$ cat src/rtl/dac_spi_tx.sv
// SPI transmitter for the quad current-command DAC: one 24-bit chip-select framed word per
// channel per sweep, built from a snapshot of cur_cmd taken when the sweep starts.
module dac_spi_tx #(
  parameter int         NUM_CHAN = 4,
  parameter int         CLK_DIV  = 2,
  parameter int         CS_GAP   = 4,
  parameter logic [3:0] CMD      = 4'b0011
) (
  input  logic                    clk,
  input  logic                    reset,
  input  logic [16*NUM_CHAN-1:0]  cur_cmd,
  input  logic                    update,
  output logic                    busy,
  output logic                    done,
  output logic                    csel,
  output logic                    sclk,
  output logic                    mosi
);

  typedef enum logic [1:0] {S_IDLE, S_SHIFT, S_GAP} state_e;

  localparam logic [15:0] DIV_LAST  = 16'(CLK_DIV - 1);
  localparam logic [15:0] GAP_LAST  = 16'(CS_GAP - 1);
  localparam logic [3:0]  LAST_CHAN = 4'(NUM_CHAN - 1);
  localparam logic [4:0]  LAST_BIT  = 5'd23;

  state_e      state_q, state_d;
  logic        busy_q, busy_d;
  logic        done_q, done_d;
  logic        csel_q, csel_d;
  logic        sclk_q, sclk_d;
  logic        mosi_q, mosi_d;
  logic        pending_q, pending_d;
  logic [3:0]  chan_q, chan_d;
  logic [15:0] div_q, div_d;
  logic [15:0] gap_q, gap_d;
  logic [4:0]  bit_q, bit_d;
  logic [23:0] sh_q, sh_d;
  logic [15:0] snap_q [NUM_CHAN];
  logic [15:0] snap_d [NUM_CHAN];
  logic [15:0] next_word;

  logic start, half_end, fall, frame_end, gap_end, more_chan;

  function automatic logic [23:0] make_frame(input logic [3:0] ch, input logic [15:0] word);
    return {CMD, ch, word};
  endfunction

  assign start     = (state_q == S_IDLE) && (update || pending_q);
  assign half_end  = (state_q == S_SHIFT) && (div_q == DIV_LAST);
  assign fall      = half_end && sclk_q;
  assign frame_end = fall && (bit_q == LAST_BIT);
  assign gap_end   = (state_q == S_GAP) && (gap_q == GAP_LAST);
  assign more_chan = (chan_q != LAST_CHAN);

  // Control and pin registers: reset aborts any frame in flight.
  always_ff @(posedge clk or negedge reset) begin
    if (!reset) begin
      state_q   <= S_IDLE;
      busy_q    <= 1'b0;
      done_q    <= 1'b0;
      csel_q    <= 1'b1;
      sclk_q    <= 1'b0;
      mosi_q    <= 1'b0;
      pending_q <= 1'b0;
      chan_q    <= '0;
      div_q     <= '0;
      gap_q     <= '0;
      bit_q     <= '0;
    end else begin
      state_q   <= state_d;
      busy_q    <= busy_d;
      done_q    <= done_d;
      csel_q    <= csel_d;
      sclk_q    <= sclk_d;
      mosi_q    <= mosi_d;
      pending_q <= pending_d;
      chan_q    <= chan_d;
      div_q     <= div_d;
      gap_q     <= gap_d;
      bit_q     <= bit_d;
    end
  end

  always_ff @(posedge clk) begin
    sh_q   <= sh_d;
    snap_q <= snap_d;
  end

  always_comb begin
    state_d = state_q;
    unique case (state_q)
      S_IDLE:  if (start) state_d = S_SHIFT;
      S_SHIFT: if (frame_end) state_d = S_GAP;
      S_GAP:   if (gap_end) state_d = more_chan ? S_SHIFT : S_IDLE;
      default: state_d = S_IDLE;
    endcase
  end

  always_comb begin
    busy_d    = busy_q;
    done_d    = 1'b0;
    csel_d    = csel_q;
    sclk_d    = sclk_q;
    mosi_d    = mosi_q;
    pending_d = pending_q | update;
    chan_d    = chan_q;
    div_d     = div_q;
    gap_d     = gap_q;
    bit_d     = bit_q;
    sh_d      = sh_q;
    snap_d    = snap_q;
    next_word = '0;
    for (int i = 0; i < NUM_CHAN; i++) begin
      if (chan_q + 4'd1 == 4'(i)) next_word = snap_q[i];
    end

    if (start) begin
      // Channel 0 frame comes straight from the inputs being captured this cycle.
      pending_d = 1'b0;
      busy_d    = 1'b1;
      chan_d    = '0;
      csel_d    = 1'b0;
      sclk_d    = 1'b0;
      div_d     = '0;
      bit_d     = '0;
      for (int i = 0; i < NUM_CHAN; i++) snap_d[i] = cur_cmd[16*i +: 16];
      sh_d      = make_frame(4'd0, cur_cmd[15:0]);
      mosi_d    = CMD[3];
    end else if (state_q == S_SHIFT) begin
      if (half_end) begin
        div_d  = '0;
        sclk_d = ~sclk_q;
        if (fall) begin
          if (frame_end) begin
            csel_d = 1'b1;
            mosi_d = 1'b0;
            gap_d  = '0;
          end else begin
            bit_d  = bit_q + 5'd1;
            sh_d   = {sh_q[22:0], 1'b0};
            mosi_d = sh_q[22];
          end
        end
      end else begin
        div_d = div_q + 16'd1;
      end
    end else if (state_q == S_GAP) begin
      if (gap_end) begin
        if (more_chan) begin
          chan_d = chan_q + 4'd1;
          csel_d = 1'b0;
          div_d  = '0;
          bit_d  = '0;
          sh_d   = make_frame(chan_q + 4'd1, next_word);
          mosi_d = CMD[3];
        end else begin
          busy_d = 1'b0;
          done_d = 1'b1;
        end
      end else begin
        gap_d = gap_q + 16'd1;
      end
    end
  end

  assign busy = busy_q;
  assign done = done_q;
  assign csel = csel_q;
  assign sclk = sclk_q;
  assign mosi = mosi_q;

endmodule

$ cat config.mk
export PLATFORM = sky130hd
export DESIGN_NAME = dac_spi_tx
export DESIGN_NICKNAME = d
export VERILOG_FILES = /design/src/rtl/dac_spi_tx.sv
export SDC_FILE = /design/constraint.sdc
export NUM_CORES = 1
export LEC_CHECK = 0
export ABC_AREA = 0
export CAP_MARGIN = 30
export CORE_MARGIN = 2
export CORE_UTILIZATION = 55
export DETAILED_ROUTE_END_ITERATION = 6
export PLACE_DENSITY = 0.83
export SLEW_MARGIN = 10
export SYNTH_ARGS = -nofsm -noshare
export SYNTH_HDL_FRONTEND = slang
export SYNTH_SLANG_ARGS = --single-unit
$ cat constraint.sdc
create_clock -name clk -period 5.6 [get_ports clk]
set_clock_uncertainty 0.15 [all_clocks]
set_input_delay 0.84 -clock clk [delete_from_list [all_inputs] [get_ports clk]]
set_output_delay 0.84 -clock clk [all_outputs]
set_load 0.005 [all_outputs]
==> results of run 1 <==
==> worst min-delay path by stage <==
stage | from | to
2_1_floorplan | sh_q[19]$_SDFFE_PP0P_ | sh_q[19]$_SDFFE_PP0P_
3_3_place_gp | sh_q[16]$_SDFFE_PP0P_ | sh_q[16]$_SDFFE_PP0P_
3_5_place_dp | sh_q[16]$_SDFFE_PP0P_ | sh_q[16]$_SDFFE_PP0P_
4_1_cts | reset | state_q[1]$_DFFE_PN0P_
5_1_grt | reset | gap_q[8]$_DFFE_PN0P_
6_report | reset | gap_q[6]$_DFFE_PN0P_
==> synthesized netlist by cell type, drive strengths merged (5+ instances only) <==
library cell,instances,area [um2]
nor4,8,80.1
nand4,7,43.8
a22o,34,298
o21ai,36,184
or3,7,43.8
a21oi,30,150
nor2,65,244
dfxtp,7,140
dfrtp,48,1200
inv,16,60.1
mux2i,7,70.1
and3,5,31.3
clkbuf,22,82.6
nand2,35,131
nand2b,6,37.5
edfxtp,80,2400
ha,13,163
xor2,10,87.6
nand3,26,135
nor3,12,60.1
a221o,17,170
==> layout by cell type, fill, tap and decap left out, types with 3 or more instances in the layout <==
cell type	instances
xnor2_1	4
ha_1	13
a41oi_1	3
nor4_1	6
nand4_1	7
clkdlybuf4s50_1	70
mux2i_1	7
buf_4	7
a221o_1	17
edfxtp_1	80
nor3_1	12
nand2b_1	6
o21ai_0	32
inv_1	15
and3_1	5
nand3_1	25
nand2_1	35
dfrtp_1	48
a22o_1	34
clkinv_2	4
or3_1	7
nor2b_1	3
o211ai_1	3
xor2_1	10
nor2_1	65
a21oi_1	30
a31oi_1	4
dfxtp_1	7
clkbuf_16	17
inv_6	4
==> metrics by stage <==
| stage | hold slack, ns | utilization [%] | std cells | worst slack (ns) |
|---|---|---|---|---|
| 3_5_place_dp | 0.300 | 63.5 | 743 | 1.89 |
| 4_1_cts | 0.180 | 68.6 | 775 | 2.02 |
| 3_3_place_gp | 0.295 | 63.2 | 740 | 2.00 |
| 2_1_floorplan | 0.280 | - | 546 | 1.53 |
| 5_1_grt | 0.203 | 68.9 | 776 | 1.81 |
| 6_report | 0.184 | 68.9 | 776 | 2.01 |
==> state kept, by name, summed over array words and instances (netlist names), 2 cells and up <==
register  count
gap_q        16
snap_q       64
bit_q         5
chan_q        4
state_q       2
sh_q         23
div_q        16
==> cells by family after synthesis <==
logic type	Yosys count	synth area share [%]
AO/OA/AOI/OAI	145	16.3
XOR/XNOR	14	1.95
adder cells (fa/ha/maj)	13	2.59
buffers and inverters	42	2.66
flip-flops	136	59.9
multiplexers	9	1.53
AND/OR/NAND/NOR	187	15.1
==> routing by layer <==
layer	part of all wire (%)	global-route usage (%)	wire length, um	vias up
met5	0	0	0	-
met3	6.6	7.05	913	23
met1	43	31.4	5990	2275
met2	48	36.8	6700	188
li1	-	-	-	2210
met4	1.8	8.75	245	0
==> area by class of cell <==
cell class              count  area [um2]
clock buffers              18         429
clock inverters            14         146
fillers                   771        3510
inverters                  16        61.3
multi-input cells         368        2360
flip-flops and latches    136        3770
well taps                 143         179
repair buffers             81         817
==> where the power goes <==
part / internal [W] / switching, W / total, W
registers: 0.00106 / 0.0000000000000000000137 / 0.00106
clock network: 0.000659 / 0.000431 / 0.00109
logic: 0.0000410 / 0.0000163 / 0.0000573
==> critical path, delay by kind of cell (launching register included) <==
family                     cells  cell delay (ns)
and+or+nand+nor                3             1.60
AOI/OAI and AO/OA              2             0.64
buffers and inverters          2             0.45
DFF                            1             0.42
adders and majority gates      1             0.17
==> results_dict.tcl, run 1 <==
set metrics [dict create \
    ir_worst_vdd_v 0.000316 \
    rows 39 \
    worstPathMaxFanout 35 \
    die_x_um 111 \
    io_buffers 71 \
    yosysUniqueCellTypes 60 \
    syn_nets 626 \
    design_area_mm2 0.00776 \
    worst-slew-pin-transition_ns 0.945 \
    grt_antenna_before_repair 0 \
    status "completed" \
    fmax_mhz 278 \
    yosys_warnings 0 \
    synth_area_mm2 0.00629 \
    postRouteAntennaNets 0 \
    fp.dieH_um 111 \
    syn_inst 546 \
    period_minus_slack_ns 3.59 \
    rsz0062_at_grt "no" \
    wirelength_mm 13.8 \
    ys_async_sr_fraction_pct 36.0 \
    synth_edf_count 80 \
    routed-via-count 4696 \
    cp.required_ns 5.73 \
    drive_gt1_share_pct 8.69 \
    drt-pass1-iter-count 5 \
    cp_cell_sequence "inv_1, ha_1, buf_4, or4b_4, nor4_4, o2111a_1, or2_2, a31oi_1" \
    via_per_inst 6.05 \
    grt_start_max_net_pins 87 \
    reg2regPathDepth 8 \
    crit_arrival_ns 3.72 \
    critical-path-max-stage-delay_ns 0.78 \
    syn_to_final_growth_pct 23.3 \
    crit_start "state_q[1]$_DFFE_PN0P_" \
    drt_iter0_drc 396 \
    die_area_mm2 0.0123 \
    cap_viol_max_count 0 \
    clk_pin_slew_ns 0.06 \
    hold_viol_final 0 \
    ctsHoldBuffers 0 \
    power_w 0.00221 \
    syn_area_per_cell_um2 11.5 \
    fin_setup_tns_ns 0 \
    overflow 0 \
    rr_startpoint "state_q[1]$_DFFE_PN0P_" \
    place_congestion 0.894 \
    drc 0 \
    powerDensity_mw_per_mm2 284 \
    r2r_slack_ns 2.01 \
    r2r_end "gap_q[3]$_DFFE_PN0P_" \
    post_cts_buffers 0 \
    layout.nets 700 \
    start_util_pct 55.8 \
    ys.flop_type "edfxtp_1" \
    finalCritPeriodShare_pct 64.2 \
    slew_headroom_pct 36.8 \
    place_hpwl_mm 9.31 \
    critical_path_class "flop to flop" \
    maxSlewViolCount 0 \
    root_buffer "clkbuf_16" \
    hold_path.class "input pin to asynchronous set/reset pin" \
    routedWlPerCell_um 17.8 \
    synth.ff_latch_count 136 \
    grt_pass1_vias 4747 \
    cts_buffer_depth 2 \
    end_kind "flop" \
    synth.yosys.seq_area_share_pct 59.9 \
    cp-endpoint "gap_q[3]$_DFFE_PN0P_" \
    worst_path_max_delay_cell "nor4_4" \
    diodes 0 \
    io_pins 72 \
    p_leak_nw 2.86 \
    cts_tree "done" \
    numCtsBuffers 17 \
    grt.total_usage_pct 23.5 \
    crit_path_start_kind "flop" \
    coreArea_mm2 0.0113 \
    cts_resized 0 \
    finalSetupViolCount 0 \
    placed_area_mm2 0.00716 \
    grt_pass1_wl_mm 22.9 \
    clk_latency_ns 0.42 \
    clock_sinks 136 \
    htree_num_levels 4 \
]
Note: power is estimated with default switching activity, not from simulation.
==> run 2, diff against run 1 <==
Clock period 5.6 ns to 3.7 ns, I/O delays scaled along.
==> results_dict.tcl, run 2 (synthesis results as in run 1) <==
set metrics [dict create \
    largest_register "snap_q" \
    htree_num_levels 4 \
    rows 39 \
    clk_latency_ns 0.42 \
    clk_pin_slew_ns 0.06 \
    fmax_mhz 334 \
    die_area_mm2 0.0123 \
    fin_setup_tns_ns 0 \
    reg2regPathDepth 8 \
    ir_worst_vdd_v 0.000332 \
    grt_util_met3_pct 5.85 \
    finalSetupViolCount 0 \
    finalCritPeriodShare_pct 80.8 \
    io_pins 72 \
    largest_reg_flops 64 \
    end_kind "flop" \
    drive_gt1_share_pct 9.53 \
    numCtsBuffers 17 \
    hold_viol_final 0 \
    top_regs "snap_q x64, sh_q x23" \
    fp.dieH_um 111 \
    layout.nets 707 \
    die_x_um 111 \
    rsz0062_at_grt "no" \
    worst-slew-pin-transition_ns 0.940 \
    p_leak_nw 2.91 \
    final_common_cell "edfxtp_1" \
    use_met2_pct 39.3 \
    place_congestion 0.877 \
    final_cell_mix "80 x edfxtp_1, 70 x clkdlybuf4s50_1, 65 x nor2_1" \
    post_layout_nonfiller_instances 783 \
    place_hpwl_mm 9.71 \
    grt.total_usage_pct 23.9 \
    grt_start_max_net_pins 35 \
    grt_pass1_wl_mm 23.3 \
    wirelength_mm 14.4 \
    crit_path_start_kind "flop" \
    maxSlewViolCount 0 \
    routed-via-count 4788 \
    clock_sinks 136 \
    hold_path.class "flop to flop" \
    post_cts_buffers 0 \
    cts_tree "done" \
    worstPathMaxFanout 12 \
    drt-pass1-iter-count 6 \
    grt_pass1_vias 4714 \
    cap_viol_max_count 0 \
    critical_path_class "flop to flop" \
    use_met1_pct 30.9 \
    period_minus_slack_ns 2.99 \
    powerDensity_mw_per_mm2 444 \
    postRouteAntennaNets 0 \
    placed_cells 750 \
    via_per_inst 6.11 \
    drc 0 \
    diodes 0 \
    io_buffers 71 \
    worstHoldPathCells 2 \
    slew_headroom_pct 37.2 \
    coreArea_mm2 0.0113 \
    root_buffer "clkbuf_16" \
    overflow 0 \
    routedWlPerCell_um 18.4 \
    start_util_pct 55.8 \
    grt_antenna_before_repair 0 \
    cts_buffer_depth 2 \
    cp.required_ns 3.83 \
    drt_iter0_drc 393 \
    power_w 0.00348 \
    status "completed" \
    crit_arrival_ns 3.12 \
    syn_to_final_growth_pct 24.7 \
    grt-busiest-layer "met2" \
]
## run 2: changes by cell type in the layout (fill, tap and decap cells not counted), moves of 2 or more
cell	previous run	this run
buf_4	7	15
bufinv_16	2	4
clkinv_2	4	1
clkinv_4	2	6
inv_6	4	2
## run 2: power by group
part	leakage [nW]	total, W	switching, W	internal, W
Clock	0.304	0.00179	0.000655	0.00113
Sequential	1.36	0.00161	0.0000000000000000000162	0.00161
Combinational	1.25	0.0000873	0.0000245	0.0000628
## run 2: layer usage
metal	part of all wire (%)	wire, um	up-vias
met1	43	6150	2298
met5	0	0	-
met2	49	7010	231
li1	-	-	2230
met4	2.2	314	0
met3	6.7	965	29
## run 2: path summary, 6_finish.rpt
path                                   startpoint                    end  slack [ns]
setup / recovery           state_q[1]$_DFFE_PN0P_   gap_q[3]$_DFFE_PN0P_        0.71
hold / removal              sh_q[18]$_SDFFE_PP0P_  sh_q[18]$_SDFFE_PP0P_        0.31
setup reg to reg           state_q[1]$_DFFE_PN0P_   gap_q[3]$_DFFE_PN0P_        0.71
hold reg to reg             sh_q[18]$_SDFFE_PP0P_  sh_q[18]$_SDFFE_PP0P_        0.31
max in group asynchronous                   reset       csel$_DFFE_PN1P_        2.32
min in group asynchronous                   reset   gap_q[9]$_DFFE_PN0P_        0.49
## run 2: metrics by stage
stage	setup WS [ns]	utilization [%]	hold WS (ns)	cell area, um2
finish	0.710	69.6	0.310	7840
global route	0.570	69.6	0.323	7840
CTS	0.731	69.6	0.311	7840
detailed placement	0.724	63.9	0.300	7210
global placement	0.785	63.8	0.292	7190
floorplan	0.726	-	0.109	6290
## run 2: final cells by class
type	count	area [um2]
Sequential cell	136	3770
Fill cell	745	3430
Multi-Input combinational cell	368	2360
Timing Repair Buffer	88	848
Clock buffer	18	429
Clock inverter	14	198
Tap cell	143	179
Inverter	16	61.3
## run 2: repair_timing
action	4_1_cts	5_1_grt
hold buffers	1	0
gates resized for setup	0	0
endpoints found under the hold margin	20	0
## run 2: worst max-delay path: stages (launching register included)
cell,delay [ns]
dfrtp_1,0.43
inv_1,0.12
ha_1,0.19
or4b_4,0.52
nor4_4,0.34
buf_4,0.27
o2111a_1,0.47
or2_2,0.26
a31oi_1,0.10
==> run 3, diff against run 2 <==
Settings changed: CORE_UTILIZATION 55 to 51, PLACE_DENSITY 0.83 to 0.81.
Clock period 3.7 ns to 2.45 ns, I/O delays scaled along.
==> results_dict.tcl, run 3 (synthesis results as in run 1) <==
set metrics [dict create \
    status "finished with violations" \
    violations "negative setup slack" \
    power_frac_comb_pct 2.6 \
    final_cell_mix "80 x edfxtp_1, 70 x clkdlybuf4s50_1, 64 x nor2_1" \
    p_seq_share_pct 46.1 \
    drt_iter0_drc 466 \
    finalSetupViolCount 1 \
    worst-slew-pin-transition_ns 0.544 \
    routed-via-count 4980 \
    clockPowerShare_pct 51.3 \
    grt_pass1_vias 5113 \
    top_regs "snap_q x64, sh_q x23" \
    fin_setup_tns_ns -0.00656 \
    multiInputGateArea_mm2 0.00243 \
    layout.nets 756 \
    end_kind "flop" \
    largest_register "snap_q" \
    drc 0 \
    cp.required_ns 2.63 \
    worst_path_max_delay_cell "or4b_4" \
    clk_latency_ns 0.41 \
    switching_power_w 0.00102 \
    design_area_mm2 0.00831 \
    slew_headroom_pct 63.7 \
    fillers 815 \
    ff_latch_area_mm2 0.00377 \
    reg2regPathDepth 9 \
    r2r_end "sh_q[16]$_SDFFE_PP0P_" \
    syn_to_final_growth_pct 32.1 \
    clk_pin_slew_ns 0.06 \
    place_congestion 0.872 \
    critical-path-max-stage-delay_ns 0.50 \
    crit_arrival_ns 2.64 \
    p_leak_nw 3.17 \
    ir_worst_vdd_v 0.000746 \
    diodes 0 \
    numCtsBuffers 17 \
    coreArea_mm2 0.0120 \
    grt_start_max_net_pins 35 \
    fin_hold_ws_ns 0.313 \
    powerDensity_mw_per_mm2 632 \
    cts_buffer_depth 2 \
    io_pins 72 \
    drive_gt1_share_pct 17.7 \
    critical_path_class "flop to flop" \
    htree_num_levels 4 \
    grt_pass1_wl_mm 25.5 \
    root_buffer "clkbuf_16" \
    finalCritPeriodShare_pct 100 \
    rr_startpoint "state_q[1]$_DFFE_PN0P_" \
    worstHoldPathCells 2 \
    worstPathMaxFanout 8 \
    cts_tree "done" \
    min_from "sh_q[19]$_SDFFE_PP0P_" \
    place_hpwl_mm 10.7 \
    final_common_cell "edfxtp_1" \
    rows 40 \
    rsz0062_at_grt "yes" \
    overflow 0 \
    maxSlewViolCount 0 \
    clock_sinks 136 \
    postRouteAntennaNets 0 \
    place_ws_ns -0.0900 \
    drt-pass1-iter-count 5 \
    grt.total_usage_pct 25.0 \
    wirelength_mm 15.7 \
    routedWlPerCell_um 18.7 \
    setup_ws_ns -0.00656 \
    via_per_inst 5.96 \
    placed_area_mm2 0.00761 \
    io_buffers 71 \
    r2r_slack_ns -0.007 \
    largest_reg_flops 64 \
    crit_path_start_kind "flop" \
    period_minus_slack_ns 2.46 \
    start_util_pct 52.4 \
    hold_path.class "flop to flop" \
    cap_viol_max_count 0 \
    cp_cell_sequence "inv_2, ha_4, or4b_4, nor4_4, buf_4, nand3_4, o21ai_2, buf_6, mux2i_1" \
    worst_hold_path.endpoint "sh_q[19]$_SDFFE_PP0P_" \
    grt_antenna_before_repair 0 \
    power.share.switching_pct 19.5 \
    fmax_mhz 407 \
    die_area_mm2 0.0132 \
    p_int_w 0.00423 \
    fp.dieH_um 115 \
    hold_viol_final 0 \
    die_x_um 115 \
]
==> run 3: stage by stage <==
stage / instances / utilization (%) / power, W
3_5_place_dp: 799 / 63.3 / 0.00260
4_1_cts: 835 / 69.0 / 0.00528
3_3_place_gp: 798 / 63.2 / 0.00260
6_report: 836 / 69.2 / 0.00525
5_1_grt: 836 / 69.2 / 0.00539
2_1_floorplan: 546 / - / 0.00247
==> run 3: layout make-up <==
class,count,area share [%]
clock inverters,14,2.36
clock buffers,18,5.16
repair buffers,136,15.0
well taps,147,2.21
multi-input cells,369,29.2
inverters,16,0.738
flip-flops and latches,136,45.4
==> run 3: worst max-delay path: cells and delay by family, from the launching register on <==
| kind | cells | cell delay [ns] |
|---|---|---|
| multiplexers | 1 | 0.22 |
| adder cells (fa/ha/maj) | 1 | 0.14 |
| AO/OA/AOI/OAI | 1 | 0.13 |
| flip-flops | 1 | 0.39 |
| buffers and inverters | 3 | 0.43 |
| AND/OR/NAND/NOR | 3 | 0.91 |
==> run 3: worst max path at each step <==
stage                                   to  slack (ns)                   start  cells after the start
finish               sh_q[16]$_SDFFE_PP0P_      -0.007  state_q[1]$_DFFE_PN0P_                      9
global route         sh_q[16]$_SDFFE_PP0P_       -0.09  state_q[1]$_DFFE_PN0P_                      9
CTS                 state_q[1]$_DFFE_PN0P_       -0.03  state_q[1]$_DFFE_PN0P_                      7
detailed placement       sh_q[0]$_DFFE_PP_       -0.09                  update                      8
global placement         sh_q[0]$_DFFE_PP_       -0.13                  update                      8
floorplan           state_q[1]$_DFFE_PN0P_       -0.14  state_q[1]$_DFFE_PN0P_                      8
==> run 3: metal layers <==
metal  vias up  track usage, %  wire length [um]
met1      2446            30.9              6430
met4         0            7.31               221
met5         -               0                 0
li1       2326               -                 -
met2       186            43.9              8230
met3        22            6.11               792
==> run 3: power by group through the flow <==
stage	registers, W	logic [W]	clock network [W]
final	0.00242	0.000135	0.00269
after global routing	0.00242	0.000144	0.00283
after CTS	0.00242	0.000136	0.00272
after detailed placement	0.00247	0.000134	0
after global placement	0.00247	0.000129	0
after floorplan	0.00247	0.000000168	0
==> run 3: repair_timing <==
action,4_1_cts,5_1_grt
hold buffers,1,0
setup endpoints to repair,18,51
cloned,1,0
resized for setup,6,8
hold endpoints to repair,20,0
buffers inserted,2,2
pin swaps,3,9
